==> config.mk <==
export PLATFORM = sky130hd
export DESIGN_NAME = ipsxb_qsgmii_pcs_rx_align_v1_1
export DESIGN_NICKNAME = d
export VERILOG_FILES = /design/src/rtl/ipsxb_qsgmii_pkg.sv /design/src/rtl/ipsxb_qsgmii_lane_rot_v1_1.sv /design/src/rtl/ipsxb_qsgmii_pcs_rx_align_v1_1.sv
export SDC_FILE = /design/constraint.sdc
export NUM_CORES = 1
export LEC_CHECK = 0
export CORE_ASPECT_RATIO = 1.5
export CORE_UTILIZATION = 52
export DETAILED_ROUTE_END_ITERATION = 6
export PLACE_DENSITY = 0.87
export SETUP_SLACK_MARGIN = 0.15
export SLEW_MARGIN = 40
export SYNTH_ARGS = -nofsm -noshare
export SYNTH_HDL_FRONTEND = slang
export SYNTH_SLANG_ARGS = --single-unit
==> constraint.sdc <==
create_clock -name clk -period 2.47 [get_ports clk]
set_input_delay 0.247 -clock clk [delete_from_list [all_inputs] [get_ports clk]]
set_output_delay 0.247 -clock clk [all_outputs]
set_load 0.1 [all_outputs]
==> src/rtl/ipsxb_qsgmii_pkg.sv <==
// Shared constants, FSM state encoding and width helper for the QSGMII
// receive lane aligner.
package ipsxb_qsgmii_pkg;

    // Comma characters: K28.1 marks the port-0 lane, K28.5 is the ordinary comma.
    localparam logic [7:0] K28_1 = 8'h3C;
    localparam logic [7:0] K28_5 = 8'hBC;

    typedef enum logic [1:0] {
        HUNT   = 2'd0,
        VERIFY = 2'd1,
        LOCKED = 2'd2
    } align_state_e;

    // Ceiling log2, usable in constant (parameter) expressions.
    function automatic int clog2(input int value);
        int res;
        res = 0;
        for (int i = 0; i < 31; i++) begin
            if ((1 << i) < value) begin
                res = i + 1;
            end
        end
        return res;
    endfunction

endpackage

==> src/rtl/ipsxb_qsgmii_lane_rot_v1_1.sv <==
// Combinational lane rotator: port p takes lane (offset + p) of the
// two-word window {current word, previous word}, previous word in the low lanes.
module ipsxb_qsgmii_lane_rot_v1_1
    import ipsxb_qsgmii_pkg::*;
#(
    parameter  int CH_NUM = 4,
    localparam int OFF_W  = clog2(CH_NUM)
) (
    input  logic [8*CH_NUM-1:0] cur_rxd,
    input  logic [CH_NUM-1:0]   cur_rxk,
    input  logic [8*CH_NUM-1:0] d1_rxd,
    input  logic [CH_NUM-1:0]   d1_rxk,
    input  logic [OFF_W-1:0]    offset,
    output logic [8*CH_NUM-1:0] rot_rxd,
    output logic [CH_NUM-1:0]   rot_rxk
);

    logic [16*CH_NUM-1:0] cat_rxd;
    logic [2*CH_NUM-1:0]  cat_rxk;

    assign cat_rxd = {cur_rxd, d1_rxd};
    assign cat_rxk = {cur_rxk, d1_rxk};

    // Select the CH_NUM-lane window starting at the offset lane; every offset
    // gets its own constant-index slice so the mux stays a plain case tree.
    always_comb begin
        // NOTE: every output of a combinational block gets a default first,
        // otherwise an unassigned path would infer a latch.
        rot_rxd = '0;
        rot_rxk = '0;
        for (int o = 0; o < CH_NUM; o++) begin
            if (offset == OFF_W'(o)) begin
                for (int p = 0; p < CH_NUM; p++) begin
                    rot_rxd[8*p +: 8] = cat_rxd[8*(o+p) +: 8];
                    rot_rxk[p]        = cat_rxk[o+p];
                end
            end
        end
    end

endmodule

==> src/rtl/ipsxb_qsgmii_pcs_rx_align_v1_1.sv <==
// QSGMII receive lane aligner: finds the lane carrying port 0 via K28.1,
// locks onto it with hysteresis and rotates each word so port p sits at
// bits [8p+7:8p].
module ipsxb_qsgmii_pcs_rx_align_v1_1
    import ipsxb_qsgmii_pkg::*;
#(
    parameter  int CH_NUM     = 4,
    parameter  int LOCK_CNT   = 3,
    parameter  int UNLOCK_CNT = 7,
    localparam int OFF_W      = clog2(CH_NUM)
) (
    input  logic                clk,
    input  logic                rst_n,
    input  logic [8*CH_NUM-1:0] pcs_rxd,
    input  logic [CH_NUM-1:0]   pcs_rxk,
    output logic [8*CH_NUM-1:0] p_rxd_out,
    output logic [CH_NUM-1:0]   p_rxk_out,
    output logic                lock,
    output logic [OFF_W-1:0]    lane_offset,
    output logic [7:0]          relock_cnt
);

    localparam logic [3:0] LOCK_TGT   = 4'(LOCK_CNT);
    localparam logic [3:0] UNLOCK_TGT = 4'(UNLOCK_CNT);

    align_state_e          state_q, state_d;
    logic [OFF_W-1:0]      cand_q, cand_d;
    logic [3:0]            match_cnt_q, match_cnt_d;
    logic [3:0]            miss_cnt_q, miss_cnt_d;
    logic [OFF_W-1:0]      lane_offset_q, lane_offset_d;
    logic                  lock_q, lock_d;
    logic [7:0]            relock_cnt_q, relock_cnt_d;
    logic [8*CH_NUM-1:0]   d1_rxd_q, d1_rxd_d;
    logic [CH_NUM-1:0]     d1_rxk_q, d1_rxk_d;
    logic [8*CH_NUM-1:0]   rxd_out_q, rxd_out_d;
    logic [CH_NUM-1:0]     rxk_out_q, rxk_out_d;

    logic [CH_NUM-1:0]     hit;
    logic                  hit_any;
    logic                  hit_single;
    logic [OFF_W-1:0]      hit_lane;
    logic [8*CH_NUM-1:0]   rot_rxd;
    logic [CH_NUM-1:0]     rot_rxk;

    // K28.1 detection on the live word; hit_lane is meaningful only when a
    // single lane hits.
    always_comb begin
        hit      = '0;
        hit_lane = '0;
        for (int i = 0; i < CH_NUM; i++) begin
            hit[i] = pcs_rxk[i] && (pcs_rxd[8*i +: 8] == K28_1);
            if (hit[i]) begin
                hit_lane = OFF_W'(i);
            end
        end
        hit_any    = |hit;
        hit_single = hit_any && ((hit & (hit - CH_NUM'(1))) == '0);
    end

    ipsxb_qsgmii_lane_rot_v1_1 #(
        .CH_NUM (CH_NUM)
    ) u_lane_rot (
        .cur_rxd (pcs_rxd),
        .cur_rxk (pcs_rxk),
        .d1_rxd  (d1_rxd_q),
        .d1_rxk  (d1_rxk_q),
        .offset  (lane_offset_q),
        .rot_rxd (rot_rxd),
        .rot_rxk (rot_rxk)
    );

    // Alignment FSM next state and counters; no-hit cycles never move anything.
    always_comb begin
        state_d       = state_q;
        cand_d        = cand_q;
        match_cnt_d   = match_cnt_q;
        miss_cnt_d    = miss_cnt_q;
        lane_offset_d = lane_offset_q;
        relock_cnt_d  = relock_cnt_q;
        unique case (state_q)
            HUNT: begin
                if (hit_single) begin
                    cand_d = hit_lane;
                    if (LOCK_TGT == 4'd1) begin
                        state_d       = LOCKED;
                        lane_offset_d = hit_lane;
                        match_cnt_d   = '0;
                        miss_cnt_d    = '0;
                    end else begin
                        state_d     = VERIFY;
                        match_cnt_d = 4'd1;
                    end
                end
            end
            VERIFY: begin
                if (hit_any) begin
                    if (hit_single && (hit_lane == cand_q)) begin
                        if (match_cnt_q + 4'd1 == LOCK_TGT) begin
                            state_d       = LOCKED;
                            lane_offset_d = cand_q;
                            match_cnt_d   = '0;
                            miss_cnt_d    = '0;
                        end else begin
                            match_cnt_d = match_cnt_q + 4'd1;
                        end
                    end else begin
                        state_d     = HUNT;
                        match_cnt_d = '0;
                    end
                end
            end
            LOCKED: begin
                if (hit_any) begin
                    if (hit_single && (hit_lane == lane_offset_q)) begin
                        miss_cnt_d = '0;
                    end else if (miss_cnt_q + 4'd1 == UNLOCK_TGT) begin
                        state_d    = HUNT;
                        miss_cnt_d = '0;
                        if (relock_cnt_q != 8'hFF) begin
                            relock_cnt_d = relock_cnt_q + 8'd1;
                        end
                    end else begin
                        miss_cnt_d = miss_cnt_q + 4'd1;
                    end
                end
            end
            default: begin
                state_d = HUNT;
            end
        endcase
        lock_d = (state_d == LOCKED);
    end

    // Datapath next values: delay line and rotated output word.
    always_comb begin
        d1_rxd_d  = pcs_rxd;
        d1_rxk_d  = pcs_rxk;
        rxd_out_d = rot_rxd;
        rxk_out_d = rot_rxk;
    end

    // State, counters and datapath registers, all cleared by reset.
    always_ff @(posedge clk or negedge rst_n) begin
        if (!rst_n) begin
            state_q       <= HUNT;
            cand_q        <= '0;
            match_cnt_q   <= '0;
            miss_cnt_q    <= '0;
            lane_offset_q <= '0;
            lock_q        <= 1'b0;
            relock_cnt_q  <= '0;
            d1_rxd_q      <= '0;
            d1_rxk_q      <= '0;
            rxd_out_q     <= '0;
            rxk_out_q     <= '0;
        end else begin
            // NOTE: non-blocking assignments so every register samples the
            // pre-edge values regardless of statement order.
            state_q       <= state_d;
            cand_q        <= cand_d;
            match_cnt_q   <= match_cnt_d;
            miss_cnt_q    <= miss_cnt_d;
            lane_offset_q <= lane_offset_d;
            lock_q        <= lock_d;
            relock_cnt_q  <= relock_cnt_d;
            d1_rxd_q      <= d1_rxd_d;
            d1_rxk_q      <= d1_rxk_d;
            rxd_out_q     <= rxd_out_d;
            rxk_out_q     <= rxk_out_d;
        end
    end

    assign p_rxd_out   = rxd_out_q;
    assign p_rxk_out   = rxk_out_q;
    assign lock        = lock_q;
    assign lane_offset = lane_offset_q;
    assign relock_cnt  = relock_cnt_q;

endmodule

# Word level (Yosys, flattened, before mapping)
# Cells that the tools add are included.
[totals]
register_bits = 95
[classes]
add_sub_neg = 4
n_eq_ne = 20
mux = 31
bitwise_logic = 2
n_reduce_logical = 18
[ops]
columns = ["op", "n"]
rows = [
  ["$mux W32", 4],
  ["$mux W4", 14],
  ["$eq A8 B6 Y1 const B", 4],
  ["$mux W2", 9],
  ["$pmux W4 S2", 2],
  ["$ne A2 B2 Y1 const B", 5],
  ["$reduce_and A5 Y1", 2],
  ["$add A4 B1 Y4 const B", 2],
  ["$add A8 B1 Y8 const B", 1],
  ["$eq A2 B2 Y1 const B", 4],
  ["$ne A8 B8 Y1 const B", 1],
  ["$logic_and A1 B1 Y1", 7],
  ["$pmux W2 S3", 1],
  ["$and A4 B4 Y4", 1],
  ["$eq A2 B1 Y1 const B", 2],
  ["$eq A2 B2 Y1", 2],
  ["$eq A4 B2 Y1 const B", 1],
  ["$eq A4 B3 Y1 const B", 1],
  ["$logic_not A2 Y1", 2],
  ["$logic_not A4 Y1", 1],
  ["$reduce_and A4 Y1", 1],
  ["$reduce_bool A2 Y1", 2],
  ["$reduce_or A4 Y1", 1],
  ["$sub A4 B1 Y4 const B", 1],
  ["4 further kinds", 4],
]

# Logic depth before layout (Yosys ltp)
[depth]
word_depth = 11
depth_mapped = 8

# Modules after synthesis
# A second synthesis with hierarchy kept.
[unflattened]
hier_cells = 294
area_unflattened_um2 = 4346.7
[modules_own_cells]
columns = ["mod", "instances", "cells_per_inst", "area_each_um2"]
rows = [
  ["ipsxb_qsgmii_pcs_rx_align_v1_1", 1, 250, 3417.0],
  ["ipsxb_qsgmii_lane_rot_v1_1", 1, 44, 929.6],
]

# Worst setup path before layout
# No wires, ideal clock.
[synth_path]
path_kind = "reg-to-reg"
startpoint = "reg lane_offset_q[0] (netlist: lane_offset[0])"
endpoint = "reg rxd_out_q[10] (netlist: p_rxd_out[10])"
setup_time_ps = 139
arrival_ps = 2737
path_slack_ps = -405
stages_incl_launch_ff = 5
cell_sequence = "dfrtp_1 buf_1 clkbuf_1 clkbuf_1 mux4_2"
[synth_between]
elab_chain_len = 5
[synth_lines]
columns = ["element", "line_no", "text"]
rows = [
  ["start: declaration", "ipsxb_qsgmii_pcs_rx_align_v1_1.sv:30", "logic [OFF_W-1:0] lane_offset_q, lane_offset_d;"],
  ["start signal: assignment", "ipsxb_qsgmii_pcs_rx_align_v1_1.sv:163", "lane_offset_q <= lane_offset_d;"],
  ["$logic_not A2 Y1", "ipsxb_qsgmii_lane_rot_v1_1.sv:32", "if (offset == OFF_W'(o)) begin"],
  ["$mux W32 (3 in series)", "ipsxb_qsgmii_lane_rot_v1_1.sv:32", ""],
  ["$mux W32 (*)", "ipsxb_qsgmii_lane_rot_v1_1.sv:32", ""],
  ["via rot_rxd[10]", "ipsxb_qsgmii_pcs_rx_align_v1_1.sv:42", "logic [8*CH_NUM-1:0] rot_rxd;"],
  ["end signal: assignment", "ipsxb_qsgmii_pcs_rx_align_v1_1.sv:168", "rxd_out_q <= rxd_out_d;"],
  ["end: declaration", "ipsxb_qsgmii_pcs_rx_align_v1_1.sv:35", "logic [8*CH_NUM-1:0] rxd_out_q, rxd_out_d;"],
]
# The timed path passes the listed nets; every way through them passes the cells marked *.
# A chain may end at the register's enable or synchronous reset.

# Final worst setup path
[layout_path]
startpoint = "in pcs_rxd[19]"
endpoint = "reg miss_cnt_q[1]"
[layout_between]
elab_chain_len = 10
[layout_lines]
columns = ["element", "line_no", "text"]
rows = [
  ["start: declaration", "ipsxb_qsgmii_pcs_rx_align_v1_1.sv:14", "input logic [8*CH_NUM-1:0] pcs_rxd,"],
  ["$eq A8 B6 Y1 (*)", "ipsxb_qsgmii_pcs_rx_align_v1_1.sv:51", "hit[i] = pcs_rxk[i] && (pcs_rxd[8*i +: 8] == K28_1);"],
  ["$logic_and A1 B1 Y1 (*)", "ipsxb_qsgmii_pcs_rx_align_v1_1.sv:51", ""],
  ["$sub A4 B1 Y4", "ipsxb_qsgmii_pcs_rx_align_v1_1.sv:57", "hit_single = hit_any && ((hit & (hit - CH_NUM'(1))) == '0);"],
  ["$and A4 B4 Y4", "ipsxb_qsgmii_pcs_rx_align_v1_1.sv:57", ""],
  ["$logic_not A4 Y1", "ipsxb_qsgmii_pcs_rx_align_v1_1.sv:57", ""],
  ["$logic_and A1 B1 Y1", "ipsxb_qsgmii_pcs_rx_align_v1_1.sv:57", ""],
  ["$logic_and A1 B1 Y1", "ipsxb_qsgmii_pcs_rx_align_v1_1.sv:114", "if (hit_single && (hit_lane == lane_offset_q)) begin"],
  ["$mux W4", "ipsxb_qsgmii_pcs_rx_align_v1_1.sv:114", ""],
  ["$mux W4", "ipsxb_qsgmii_pcs_rx_align_v1_1.sv:113", "if (hit_any) begin"],
  ["$pmux W4 S2", "ipsxb_qsgmii_pcs_rx_align_v1_1.sv:80", "unique case (state_q)"],
  ["end signal: assignment", "ipsxb_qsgmii_pcs_rx_align_v1_1.sv:162", "miss_cnt_q <= miss_cnt_d;"],
  ["end: declaration", "ipsxb_qsgmii_pcs_rx_align_v1_1.sv:29", "logic [3:0] miss_cnt_q, miss_cnt_d;"],
]
# Mark *: on every way between the ends. The rest lies on a longest branch, timed or not. The select of a mux whose other input is x is not followed.

==> results list <==
* Result of the run: completed
- Number of I/O port buffers: between 80 and 90
* Die outline width: about 76 um
- For this block, the via count after detailed routing is 3,235.
- The die covers roughly 0.0086 mm2.
- Counting every sink on the clock net gives 95.
- Number of global-route vias before repair: 3,492
- # IOs: 85
- Clock period minus worst slack: around 2.3 ns
* Count of yosys warnings during synthesis: 0
* Setup slack, reg-to-reg: between 0.2 and 0.3 ns
* Std-Cell Core Area: between 0.008 and 0.009 mm2
- For this run, the leading register cell type out of synthesis is dfrtp_1.
- The final layout contains approximately 480 nets.
- On the worst path, the slowest cell contributes a delay of 0.57 ns.
- Hold-critical path depth: 1
- Launch instance of the worst min-delay path: pcs_rxd[6]
- By area the synthesized netlist is led by dfrtp_1, mux4_2, xnor2_1.
- TritonCTS clock tree: built
- Global-route wire length before repair: between 15,000 and 20,000 um
- Entering global routing, the biggest net connects 38 pins.
- Drt pass-1 iters: 4
* Worst Hold Class: in -> reg
* Max transition margin: between 50% and 60%
* CP Class: in -> reg
* Worst setup slack after layout: roughly 0.17 ns
* EDFF count, synth: 0
- The number of slew-limit violations in the final report is 0.
- Max VDD drop: about 0.38 mV
* Wire length after detailed routing: between 10,000 and 15,000 um
* Starting DRT DRC Count: roughly 190
- After legalization and detailed placement, the total HPWL measured a little under 8000 um.
* R2r startpoint: match_cnt_q[1]$_DFFE_PN0P_
- Clock slew at reported path FFs: 0.06 ns
- The number of antenna violations at the first check in global routing came to 0.
- In the global route stage, overall resource usage came out at around 28%.
- Share of the synthesized area in the top cell type: about 56%
* Number of diodes added for antenna fixing: 0
- Relative to the synthesized area, the layout overhead comes to 40.8%.
* Worst min-delay path endpoint: d1_rxd_q[6]$_DFF_PN0_
* Count of filler cells inserted in the layout: ~480
- The worst setup path is launched from an input port.
* Final period util: between 90% and 100%
- After detailed routing, the average wire length per cell comes to 20.5 um.
- Synthesis produced a netlist with a net count of between 300 and 400.
- Capture instance of the worst register-to-register path: miss_cnt_q[1]$_DFFE_PN0P_
* Fin cells: about 540
* Post-DRT Antenna Nets: 0
- After detailed routing, the number of vias per cell comes to 5.95.
- Synthesized instance count: a little under 300
- Together, buffers and inverters on the worst path number 3.
- Total count of hold-check failures in the final report: 0
- Power, Total: between 0.003 and 0.004 W
* TNS Setup: 0 ns
- In the routed design, unresolved DRC markers number 0.
- Traced cell by cell, the critical path runs through clkdlybuf4s50_1, nand2_2, nor4_4, buf_4, buf_4, nor3_4, o21ai_4, a2111oi_4, o22ai_4, mux2_4.
* CTS Buffer Depth: 2
- Summing the sequential cell areas from Yosys gives between 50% and 60% of the chip area.
- Critical path arrival: approximately 2.5 ns
- Worst reg-to-reg path cell count: 6
- In the synthesized netlist the async set-or-reset flop fraction comes to 100%.
- The congestion estimate from routability-driven global placement came to roughly 0.84.
- Setup-violating endpoint count in the final report: 0
* Largest clock skew in the final design: 0.00497 ns
- The cell area that synthesis handed to floorplanning was 0.00428 mm2.
* Leakage power total: 2.71 nW
* FP Rows: 40
- Critical path peak fanout: 4
* Clk root buf: clkbuf_16
- Y dimension of the die: between 100 and 150 um
- CP delay by family, top: buffers and inverters
- Dividing total power by cell area gives a power density of 600 mW/mm2.
* WP depth: 10
- Inserted Clock Buffers: 9
- The initial utilization of the core area, before any placement, comes to between 50 and 60%.
- Clk_lat worst skew: between 0.3 and 0.4 ns
- RSZ-0062 raised after global routing: false
- Of the cells placed in the final design, the portion with a size suffix greater than 1 is 44.2%.
* Max-capacitance violation count: 0
* Slew at the pin with the worst max-slew slack: roughly 0.65 ns
* CP Capture Type: register
- The H-tree was split into 3 levels.
- Data on the critical path is required at its endpoint by 2.70 ns.
* Average size of a mapped cell: 14.7 um2
* Cell with the biggest individual delay on the critical path: clkdlybuf4s50_1
* Cell type contributing the most total cell area after synthesis: dfrtp_1
* Maximum achievable frequency: between 0.4 and 0.5 GHz
- Total gr overflow: 0
- At the placement stage, the worst setup path has a slack of -0.518 ns.
* Crit-path most repeated cell: buf_4
* Number of library cell types mapped by synthesis: 52
- In this run, placement finished with an instance count of ~520.
* FF+latch count, synth: between 90 and 100
## power breakdown
part	leakage (nW)	internal, W	switching (W)
sequential	1.15	0.00163	0.0000542
clock	0.143	0.000816	0.000559
combinational	1.42	0.000180	0.000375
total	2.71	0.00263	0.000987
## worst reg2reg max path, stage by stage, from the launching register on
cell       delay [ns]
dfrtp_1          0.42
ha_1             0.25
and3_1           0.16
o21ai_1          0.53
a2111oi_4        0.14
o22ai_4          0.25
mux2_4           0.34
## cell type report
type | instances | area, um2 | share of cell area [%]
Multi-Input combinational cell | 182 | 2010 | 33.3
Clock buffer | 12 | 246 | 4.09
Tap cell | 105 | 131 | 2.18
Clock inverter | 4 | 55.1 | 0.914
Inverter | 4 | 15.0 | 0.249
Sequential cell | 95 | 2380 | 39.5
Timing Repair Buffer | 142 | 1190 | 19.8
## synth_stat cells, types with 5 or more instances
library cell  instances
a21oi_1               9
nand4_1               8
nor3_1                6
nand3_1              13
dfrtp_1              95
ha_1                  5
mux4_2               36
clkbuf_1              5
nor2b_1               6
nor2_1               10
and3_1               13
nand2_1              11
xnor2_1              10
## metrics by stage
stage | cell area (um2) | hold WS [ns] | util (%)
floorplan | 4330 | -0.0486 | -
global placement | 5510 | 0.206 | 68.8
detailed placement | 5510 | 0.211 | 68.8
CTS | 5980 | 0.0664 | 74.7
global route | 6030 | 0.0737 | 75.3
finish | 6030 | 0.0760 | 75.3
## state kept, by name, indices dropped and copies added, names as in the netlist
signal,flops
relock_cnt,8
lock,1
miss_cnt_q,4
match_cnt_q,4
cand_q,2
p_rxd_out,32
lane_offset,2
d1_rxk_q,4
d1_rxd_q,32
state_q,2
p_rxk_out,4
## worst max path at each step
stage / to / from
6_report: miss_cnt_q[1]$_DFFE_PN0P_ / pcs_rxd[19]
5_1_grt: miss_cnt_q[1]$_DFFE_PN0P_ / pcs_rxd[19]
4_1_cts: miss_cnt_q[1]$_DFFE_PN0P_ / pcs_rxd[22]
3_5_place_dp: miss_cnt_q[1]$_DFFE_PN0P_ / pcs_rxd[0]
3_3_place_gp: miss_cnt_q[0]$_DFFE_PN0P_ / pcs_rxd[0]
2_1_floorplan: miss_cnt_q[0]$_DFFE_PN0P_ / pcs_rxd[0]
## metal layers
layer | share of wire (%) | GRT usage [%] | vias to the layer above
li1 | - | - | 1407
met1 | 35 | 28.0 | 1674
met2 | 56 | 51.0 | 118
met3 | 4.3 | 6.37 | 36
met4 | 4.3 | 16.4 | 0
met5 | 0 | 0 | -
## logic make-up (layout without fill, tap and decap cells)
group	Yosys count	in the layout	synth area share, %
AO/OA/AOI/OAI	32	32	5.76
buffers and inverters	15	162	1.52
XOR/XNOR	12	12	2.46
flip-flops	95	95	55.5
multiplexers	42	42	20.7
AND/OR/NAND/NOR	91	91	12.6
adder cells (fa/ha/maj)	5	5	1.46
## timing repair
item / in CTS / in global routing
endpoints found under the setup margin: 21 / 14
hold buffers: 1 / 0
hold endpoints to repair: 32 / 0
buffers inserted: 9 / 0
resized for setup: 43 / 18
pin swaps: 15 / 10
## cell usage in the layout (no fill, tap or decap), types with 3 or more instances in the layout
master,instances
nor3b_2,3
inv_1,3
nand4_1,8
nand2_1,9
nor2_1,9
nor3_1,3
ha_1,5
dlymetal6s2s_1,11
nor2b_1,6
nand3_1,12
o21ai_1,4
xnor2_1,10
mux2_4,4
nor3_2,3
clkdlybuf4s50_1,11
a31oi_1,3
buf_4,101
dlygate4sd2_1,10
clkbuf_16,9
dfrtp_1,93
and3_1,11
mux4_2,36
a21oi_1,9
(Power assumes the default switching activity.)
